<file path="config.mk">
export PLATFORM = sky130hd
export DESIGN_NAME = cache_line_arbiter
export DESIGN_NICKNAME = d
export VERILOG_FILES = /design/src/rtl/cache_types.sv /design/src/rtl/cache_line_arbiter.sv
export SDC_FILE = /design/constraint.sdc
export NUM_CORES = 1
export LEC_CHECK = 0
export ABC_AREA = 0
export CAP_MARGIN = 10
export CORE_AREA = 2 2 538 540
export DETAILED_ROUTE_END_ITERATION = 8
export DIE_AREA = 0 0 540 542
export PLACE_DENSITY = 0.31
export SLEW_MARGIN = 0
export SYNTH_ARGS = -nofsm -noshare
export SYNTH_HDL_FRONTEND = slang
export SYNTH_SLANG_ARGS = --single-unit
</file>
<file path="constraint.sdc">
create_clock -name clk -period 1.8 [get_ports clk]
set_input_delay 0.36 -clock clk [delete_from_list [all_inputs] [get_ports clk]]
set_output_delay 0.36 -clock clk [all_outputs]
set_load 0.01 [all_outputs]
</file>
<file path="src/rtl/cache_types.sv">
// Shared types for the L2-side cacheline path: arbiter state, port ids and line geometry.
package cache_types;

  typedef enum logic {
    ARB_IDLE = 1'b0,
    ARB_BUSY = 1'b1
  } arb_state_t;

  typedef enum logic {
    ARB_I = 1'b0,
    ARB_D = 1'b1
  } arb_port_t;

  localparam int unsigned LINE_OFFSET_BITS = 5;

endpackage

</file>
<file path="src/rtl/cache_line_arbiter.sv">
// Round-robin 2:1 arbiter merging I-cache and D-cache line misses onto one L2 adapter port.
// The granted request is latched and replayed unchanged until the adapter responds.
module cache_line_arbiter
  import cache_types::*;
#(
  parameter int unsigned ADDR_WIDTH = 32,
  parameter int unsigned LINE_WIDTH = 256
) (
  input  logic                  clk,
  input  logic                  rst,
  input  logic [ADDR_WIDTH-1:0] icache_addr,
  input  logic                  icache_read,
  output logic [LINE_WIDTH-1:0] icache_rdata,
  output logic                  icache_resp,
  input  logic [ADDR_WIDTH-1:0] dcache_addr,
  input  logic                  dcache_read,
  input  logic                  dcache_write,
  input  logic [LINE_WIDTH-1:0] dcache_wdata,
  output logic [LINE_WIDTH-1:0] dcache_rdata,
  output logic                  dcache_resp,
  output logic [ADDR_WIDTH-1:0] l2cache_addr,
  output logic                  l2cache_read,
  output logic                  l2cache_write,
  output logic [LINE_WIDTH-1:0] l2cache_wdata,
  input  logic [LINE_WIDTH-1:0] l2cache_rdata,
  input  logic                  l2cache_resp
);

  localparam logic [ADDR_WIDTH-1:0] OFFSET_MASK =
    ADDR_WIDTH'((64'd1 << LINE_OFFSET_BITS) - 64'd1);

  arb_state_t            state_q, state_d;
  arb_port_t             last_q, last_d;
  arb_port_t             grant_q, grant_d;
  arb_port_t             take_port;
  logic                  take;
  logic                  req_i, req_d;

  logic [ADDR_WIDTH-1:0] lat_addr;
  logic                  lat_write;
  logic [LINE_WIDTH-1:0] lat_wdata;

  // State and grant history
  always_ff @(posedge clk) begin
    if (rst) begin
      state_q <= ARB_IDLE;
      last_q  <= ARB_D;
      grant_q <= ARB_I;
    end else begin
      state_q <= state_d;
      last_q  <= last_d;
      grant_q <= grant_d;
    end
  end

  // Request latch: captured once per grant, frozen while busy
  always_ff @(posedge clk) begin
    if (rst) begin
      lat_addr  <= '0;
      lat_write <= 1'b0;
      lat_wdata <= '0;
    end else if (take) begin
      if (take_port == ARB_I) begin
        lat_addr  <= icache_addr & ~OFFSET_MASK;
        lat_write <= 1'b0;
        lat_wdata <= '0;
      end else begin
        lat_addr  <= dcache_addr & ~OFFSET_MASK;
        lat_write <= dcache_write;
        lat_wdata <= dcache_wdata;
      end
    end
  end

  // Arbitration, next state and response steering
  always_comb begin
    state_d     = state_q;
    last_d      = last_q;
    grant_d     = grant_q;
    take        = 1'b0;
    take_port   = ARB_I;
    icache_resp = 1'b0;
    dcache_resp = 1'b0;
    req_i       = icache_read;
    req_d       = dcache_read | dcache_write;

    case (state_q)
      ARB_IDLE: begin
        if (req_i && req_d) begin
          take      = 1'b1;
          take_port = (last_q == ARB_I) ? ARB_D : ARB_I;
        end else if (req_i) begin
          take      = 1'b1;
          take_port = ARB_I;
        end else if (req_d) begin
          take      = 1'b1;
          take_port = ARB_D;
        end
        if (take) begin
          state_d = ARB_BUSY;
          grant_d = take_port;
          last_d  = take_port;
        end
      end
      ARB_BUSY: begin
        if (l2cache_resp && !rst) begin
          icache_resp = (grant_q == ARB_I);
          dcache_resp = (grant_q == ARB_D);
          state_d     = ARB_IDLE;
        end
      end
      default: state_d = ARB_IDLE;
    endcase
  end

  assign l2cache_addr  = lat_addr;
  assign l2cache_wdata = lat_wdata;
  assign l2cache_read  = (state_q == ARB_BUSY) && !lat_write;
  assign l2cache_write = (state_q == ARB_BUSY) && lat_write;
  assign icache_rdata  = l2cache_rdata;
  assign dcache_rdata  = l2cache_rdata;

  // A response with nothing outstanding means the adapter lost track of a transaction
  assert property (@(posedge clk) disable iff (rst) !(l2cache_resp && state_q == ARB_IDLE))
    else $error("l2cache_resp received while arbiter idle");

endmodule
</file>
== Word level (Yosys, flattened, before mapping) ==
Cells that the tools add are included.

* Bits in registers: 292
* Word-level logic and storage cells: 35
* Input bits: 582
* Output and inout bits: 804

* Mux-type cells: 19
* Reduce and logical (&&, ||, !) cells: 7
* Bitwise gates (word level): 3

{| class="wikitable"
|+ Operators with widths
! kind !! number
|-
| $mux W256 || 1
|-
| $mux W32 || 1
|-
| $mux W1 || 16
|-
| $logic_and A1 B1 Y1 || 4
|-
| $logic_not A1 Y1 || 2
|-
| $not A1 Y1 || 2
|-
| $pmux W1 S2 || 1
|-
| $reduce_and A2 Y1 || 1
|-
| $or A1 B1 Y1 || 1
|}

== Depth between registers and ports, before layout ==
Gate-level depths: netlist (run 1).

* Depth after elaboration: 7
* Gate-level depth with buffers: 6
* Gate-level depth less buffers: 3

== Worst setup path after synthesis (run 1) ==
No wires, ideal clock.

* Path kind: flip-flop to output port
* Start: register state_q
* End: output icache_resp
* Buffers on the path: 2
* Arrival: 1.173 ns
* Slack: 0.267 ns
* Data required time: 1.440 ns
* Cell stages (with the launch flop): 4
* Path through: dfxtp_1 buf_2 clkbuf_1 nor4bb_1

* Cells in the longest elaborated chain, start to end: 1

{| class="wikitable"
|+ RTL lines
! element !! RTL line !! RTL
|-
| start: declaration || cache_line_arbiter.sv:32 || <nowiki>arb_state_t state_q, state_d;</nowiki>
|-
| start signal: assignment || cache_line_arbiter.sv:50 || <nowiki>state_q <= state_d;</nowiki>
|-
| $mux W1 || cache_line_arbiter.sv:87 || <nowiki>case (state_q)</nowiki>
|-
| end: declaration || cache_line_arbiter.sv:14 || <nowiki>output logic icache_resp,</nowiki>
|}

No other way between the ends.

== Final worst setup path (run 1) ==
Ends and elaborated chain as after synthesis.

==> results of run 1 <==
## registers in the layout, summed over array words and instances, names as in the netlist
| signal | count |
|---|---|
| l2cache_addr | 27 |
| grant_q | 1 |
| lat_write | 1 |
| l2cache_wdata | 256 |
| last_q | 1 |
| state_q | 1 |
## final timing paths
path	endpoint	slack [ns]	cells after the start
worst min-delay path	l2cache_wdata[24]$_SDFFE_PP0P_	0.12	3
worst max-delay path	icache_resp	-0.22	4
worst min register to register	l2cache_wdata[131]$_SDFFE_PP0P_	0.47	2
worst max register to register	l2cache_wdata[189]$_SDFFE_PP0P_	0.14	7
## metrics by stage
| step | std cells | TNS (ns) | total power, mW | setup slack (ns) |
|---|---|---|---|---|
| after global routing | 5758 | -1.30 | 22.0 | -0.369 |
| after CTS | 5750 | -1.29 | 21.6 | -0.417 |
| after global placement | 5663 | -127.85 | 11.7 | -0.571 |
| final | 5762 | -0.680 | 20.9 | -0.221 |
| after detailed placement | 5663 | -122.94 | 11.7 | -0.497 |
| after floorplan | 1869 | 0 | 9.66 | 0.267 |
## logic make-up (layout without fill, tap and decap cells)
group	count (synthesis)	count (layout)
buffers and inverters	709	813
AO/OA/AOI/OAI	601	601
other	1	13
AND/OR/NAND/NOR	267	267
flip-flops	287	287
## what timing repair did
| item | 4_1_cts | 5_1_grt |
|---|---|---|
| endpoints found under the setup margin | 227 | 22 |
| buffers inserted | 5 | 0 |
| pin swaps | 1 | 0 |
| cloned | 1 | 4 |
| gates resized for setup | 476 | 13 |
| hold buffers | 0 | 0 |
## critical path, stage by stage (launching register included)
cell	delay (ns)
dfxtp_4	0.36
buf_12	0.13
nor4bb_4	0.18
buf_4	0.15
buf_12	0.12
## layout by cell type, fill, tap and decap left out, types with 27 or more instances in the layout
cell	instances
a221oi_1	27
clkdlybuf4s50_1	314
clkbuf_16	49
a311oi_1	27
dfxtp_1	280
dlygate4sd2_1	135
inv_1	27
buf_4	114
o21ai_1	30
nand3_1	255
o21ai_0	255
buf_12	49
buf_2	44
a21oi_1	259
## power breakdown
part	internal (mW)	switching, mW	total [mW]
Combinational	1.90	2.42	4.31
Clock	5.51	4.05	9.56
Sequential	6.78	0.243	7.02
Total	14.2	6.71	20.9
## layer usage
metal | GRT usage, % | wire [microns] | vias up
met4 | 5.59 | 9270 | 8
met3 | 9.41 | 31600 | 378
met1 | 7.43 | 40000 | 6527
met2 | 16.1 | 69300 | 1136
met5 | 0.148 | 84 | -
li1 | - | - | 6085
## area by class of cell
class | count | area (sq um)
Antenna cell | 8 | 20.0
Clock buffer | 65 | 1300
Clock inverter | 16 | 241
Fill cell | 33700 | 263000
Inverter | 27 | 101
Multi-Input combinational cell | 873 | 4640
Sequential cell | 287 | 5760
Tap cell | 3781 | 4730
Timing Repair Buffer | 705 | 7060
==> impl_metrics.csv, run 1 <==
group,metric,value,unit
yosys,synth_compound_area_share,21.4,%
clock_network,cts-root-buf,"clkbuf_16",
yosys,synth_cell_types,26,
detailed_routing,post_drt_via_cell_ratio,2.45,
sta,final-max-slew-violation-count,0,
sta,slew_headroom,66.0,%
floorplan,rows,197,
floorplan,die_h,542,microns
run,max_cap_violations,0,
status,status,"finished, violations left",
sta,hold_ws,0.120,ns
floorplan,die_area,293000,sq um
layout,final_core_util,8.31,%
power,peakVddDrop,0.000607,V
clock_network,cts_tree,"yes",
floorplan,core-area,287000,sq um
worst_setup_path,crit_type,"reg2out",
yosys,synth_xor_area_share,0,%
sta,setup_violations,4,
power,leakage,7.98,nW
worst_hold_path,hp-start,"rst",
placed_design,placed_area,22400,sq um
yosys,synth_flop_cell,"dfxtp_1",
sta,finalHoldViolCount,0,
layout,fin_area,23800,sq um
sta,rsz0062_at_grt,"yes",
worst_setup_path,path_max_fanout,6,
worst_hold_path,hold_path.class,"in2reg",
layout,final_nets,2521,
status,violations,"setup timing",
detailed_routing,drtAntennaViolNets,0,
sta,timing.final.ws_setup,-0.221,ns
global_routing,grt_util_all_layers,9.82,%
detailed_routing,num_vias,14100,
worst_setup_path,r2r_start,"state_q$_SDFF_PP0_",
global_routing,grt_max_degree,85,
global_routing,gr-total-overflow,0,
sta,period_share,112,%
worst_setup_path,critPathLaunch,"state_q$_SDFF_PP0_",
placed_design,dp_hpwl,127,mm
sta,fmax,0.495,GHz
layout,final_layout_size_suffix_gt1_share,16.4,%
yosys,yosysTopAreaCell,"dfxtp_1",
detailed_routing,routed_wl,150,mm
floorplan,io_pins,1386,
worst_setup_path,endpoint_kind,"output pin",
clock_network,worstSkewPairLatency,0.70,ns
yosys,yosysWarningCount,0,
detailed_routing,drt-initial-drc-count,726,
worst_setup_path,worstPathRequired,1.44,ns
global_routing,grt_pass1_wl,183,mm
layout,area_growth,58.5,%
yosys,synth.most_common_cell,"buf_4",
yosys,synth.top_cell.area_share,38.2,%
yosys,ys_seq_area_share,38.2,%
detailed_routing,first_pass_iters,5,
sta,worstMarginPinSlew,0.509,ns
sta,finalClockSkew,0.0515,ns
detailed_routing,routedWlPerCell,26.1,microns
worst_setup_path,startpoint_type,"register",
yosys,synth-async-reset-ratio,0,%
yosys,synth_top_family_by_area,"buffers and inverters",
sta,final.min_clock_period,2.02,ns
global_routing,grt_antenna_before_repair,44,
detailed_routing,drc_errors,0,
clock_network,cts_max_level,2,
yosys,syn_inst,1865,
yosys,ys_ff_latch,287,
clock_network,cts_buffer_depth,3,
yosys,syn_avg_cell_area,8.07,sq um
yosys,syn-cell-area,15000,sq um
clock_network,cts_sinks,287,
global_routing,first_global_vias,14500,
floorplan,start_util,5.24,%
yosys,synth_area_leaders,"dfxtp_1 (38%), buf_4 (26%), a21oi_1 (8.6%), nand3_1 (8.5%), o21ai_0 (8.5%)",
yosys,synth-edff-count,0,
yosys,synthMuxAreaShare,0,%
floorplan,die_w,540,microns
worst_setup_path,arrival,1.66,ns
yosys,synth_common_cells,"buf_4 (517), dfxtp_1 (287), a21oi_1 (259)",
placed_design,gp_congestion,0.800,
yosys,synthSimpleGateAreaFrac,9.00,%
clock_network,cts-buffers-inserted,45,
yosys,synth-adder-area-share,0,%
clock_network,clk_pin_slew,0.07,ns
power,power.density,876,nW/um^2
placed_design,numPortBuffers,602,
Note: power is estimated with default switching activity, not from simulation.
==> run 2: changes to the inputs <==
- CORE_AREA: 2 2 538 540 -> 2 2 534 536
- DIE_AREA: 0 0 540 542 -> 0 0 536 538
- PLACE_DENSITY: 0.31 -> 0.32
- clock period: 1.8 -> 1.85 ns (I/O delays scaled with it)
==> impl_metrics.csv, run 2 (synthesis results as in run 1) <==
group,metric,value,unit
layout,layout_common_cells,"clkdlybuf4s50_1 (314), dfxtp_1 (282), a21oi_1 (259), nand3_1 (256), o21ai_0 (255)",
floorplan,core-area,283000,sq um
placed_design,numPortBuffers,602,
detailed_routing,routedWlPerCell,24.6,microns
worst_setup_path,arrival,1.61,ns
sta,timing.final.ws_setup,-0.132,ns
clock_network,worstSkewPairLatency,0.64,ns
sta,slew_headroom,50.4,%
power,leakage,8.12,nW
sta,setup_violations,2,
floorplan,die_w,536,microns
layout,layout_commonest_cell,"clkdlybuf4s50_1",
power,p_clk_share,44.1,%
clock_network,cts_tree,"yes",
layout,final_nets,2549,
global_routing,first_global_vias,14200,
power,p_seq_share,34.8,%
detailed_routing,post_drt_via_cell_ratio,2.42,
power,power,19.6,mW
status,status,"finished, violations left",
layout,fillCellCount,33000,
global_routing,grt_max_degree,115,
power,swShare,31.1,%
floorplan,die_h,538,microns
worst_setup_path,startpoint_type,"register",
detailed_routing,drt-initial-drc-count,710,
sta,setup_tns,-0.192,ns
detailed_routing,routed_wl,142,mm
worst_setup_path,crit_type,"reg2out",
floorplan,die_area,288000,sq um
clock_network,cts_buffer_depth,3,
floorplan,rows,196,
worst_setup_path,crit_slowest_cell,"dfxtp_4",
clock_network,cts-buffers-inserted,42,
worst_setup_path,path_max_fanout,4,
sta,final.min_clock_period,1.98,ns
clock_network,clk_pin_slew,0.06,ns
sta,worstMarginPinSlew,0.744,ns
floorplan,io_pins,1386,
layout,area_growth,60.4,%
worst_setup_path,endpoint_kind,"output pin",
detailed_routing,drtAntennaViolNets,0,
worst_hold_path,hold_path.class,"in2reg",
global_routing,gr-total-overflow,0,
detailed_routing,drc_errors,0,
power,power.density,814,nW/um^2
layout,final_layout_size_suffix_gt1_share,15.4,%
status,violations,"setup timing",
clock_network,cts_sinks,287,
worst_setup_path,worstPathRequired,1.48,ns
worst_setup_path,cpPeakStageDelay,0.38,ns
floorplan,start_util,5.31,%
power,peakVddDrop,0.000607,V
global_routing,grt_util_all_layers,9.36,%
worst_setup_path,crit_chain,"buf_6 -> nor4bb_4 -> buf_4 -> buf_12",
clock_network,cts-root-buf,"clkbuf_16",
sta,finalHoldViolCount,0,
sta,final-max-slew-violation-count,0,
detailed_routing,first_pass_iters,5,
layout,stdcell_count,5772,
power,p_comb_share,21.2,%
placed_design,gp_congestion,0.777,
sta,period_share,107,%
run,max_cap_violations,0,
power,power_switching,6.10,mW
sta,rsz0062_at_grt,"yes",
layout,fin_area,24100,sq um
placed_design,dp_cells,5676,
sta,fmax,0.505,GHz
global_routing,grt_pass1_wl,173,mm
placed_design,placed_area,22700,sq um
sta,finalClockSkew,0.0278,ns
placed_design,dp_hpwl,121,mm
global_routing,grt_antenna_before_repair,36,
clock_network,cts_max_level,2,
power,p_int,13.5,mW
layout,largest_reg_flops,256,
detailed_routing,num_vias,14000,
==> run 2: cell type report <==
| cell class | instances | area [sq um] | area share [%] |
|---|---|---|---|
| clock buffers | 58 | 1190 | 4.94 |
| well taps | 3762 | 4710 | 19.5 |
| flip-flops and latches | 287 | 5750 | 23.8 |
| repair buffers | 736 | 7490 | 31.0 |
| multi-input cells | 873 | 4640 | 19.2 |
| diodes | 13 | 32.5 | 0.135 |
| inverters | 27 | 101 | 0.420 |
| clock inverters | 16 | 224 | 0.928 |
==> run 2: worst paths after layout <==
path                                    from                         endpoint  slack, ns  depth (start not counted)
min                                      rst  l2cache_wdata[222]$_SDFFE_PP0P_        0.1                          3
max                       state_q$_SDFF_PP0_                      icache_resp      -0.13                          4
min reg2reg  l2cache_wdata[130]$_SDFFE_PP0P_  l2cache_wdata[130]$_SDFFE_PP0P_       0.47                          2
max reg2reg               state_q$_SDFF_PP0_  l2cache_wdata[144]$_SDFFE_PP0P_       0.09                          6
==> run 2: timing repair <==
item                                   4_1_cts  5_1_grt
setup buffers                                5        1
setup endpoints to repair                  240        9
pin swaps                                    1        0
hold buffers                                 2        0
endpoints found under the hold margin        1        0
resized for setup                          358        7
cloned                                       1        0
==> run 2: per-stage QoR <==
stage                     hold WS [ns]  utilization, %  setup WS [ns]
after floorplan                  0.462               -          0.307
after detailed placement         0.465            8.02         -0.445
after global routing            0.0610            8.52         -0.257
after CTS                      0.00466            8.51         -0.274
final                           0.0989            8.52         -0.132
after global placement           0.460            8.02         -0.471
==> run 2: critical path, delay by kind of cell (launching register included) <==
family	cells	cell delay, ns
buffers and inverters	3	0.38
AND/OR/NAND/NOR	1	0.20
flip-flops	1	0.38
==> run 2: power by group through the flow <==
stage	sequential, mW	clock (mW)	combinational (mW)
finish	6.83	8.65	4.16
global route	6.88	9.29	4.54
CTS	6.84	9.19	4.36
detailed placement	6.97	0	4.46
global placement	6.97	0	4.47
floorplan	7.09	0	2.31
==> run 2: per-layer routing <==
| metal | vias up | GRT usage, % | wire [microns] |
|---|---|---|---|
| li1 | 6147 | - | - |
| met1 | 6322 | 7.83 | 41000 |
| met2 | 1032 | 14.8 | 63800 |
| met3 | 427 | 8.10 | 27800 |
| met4 | 26 | 5.75 | 8990 |
| met5 | - | 0.296 | 269 |
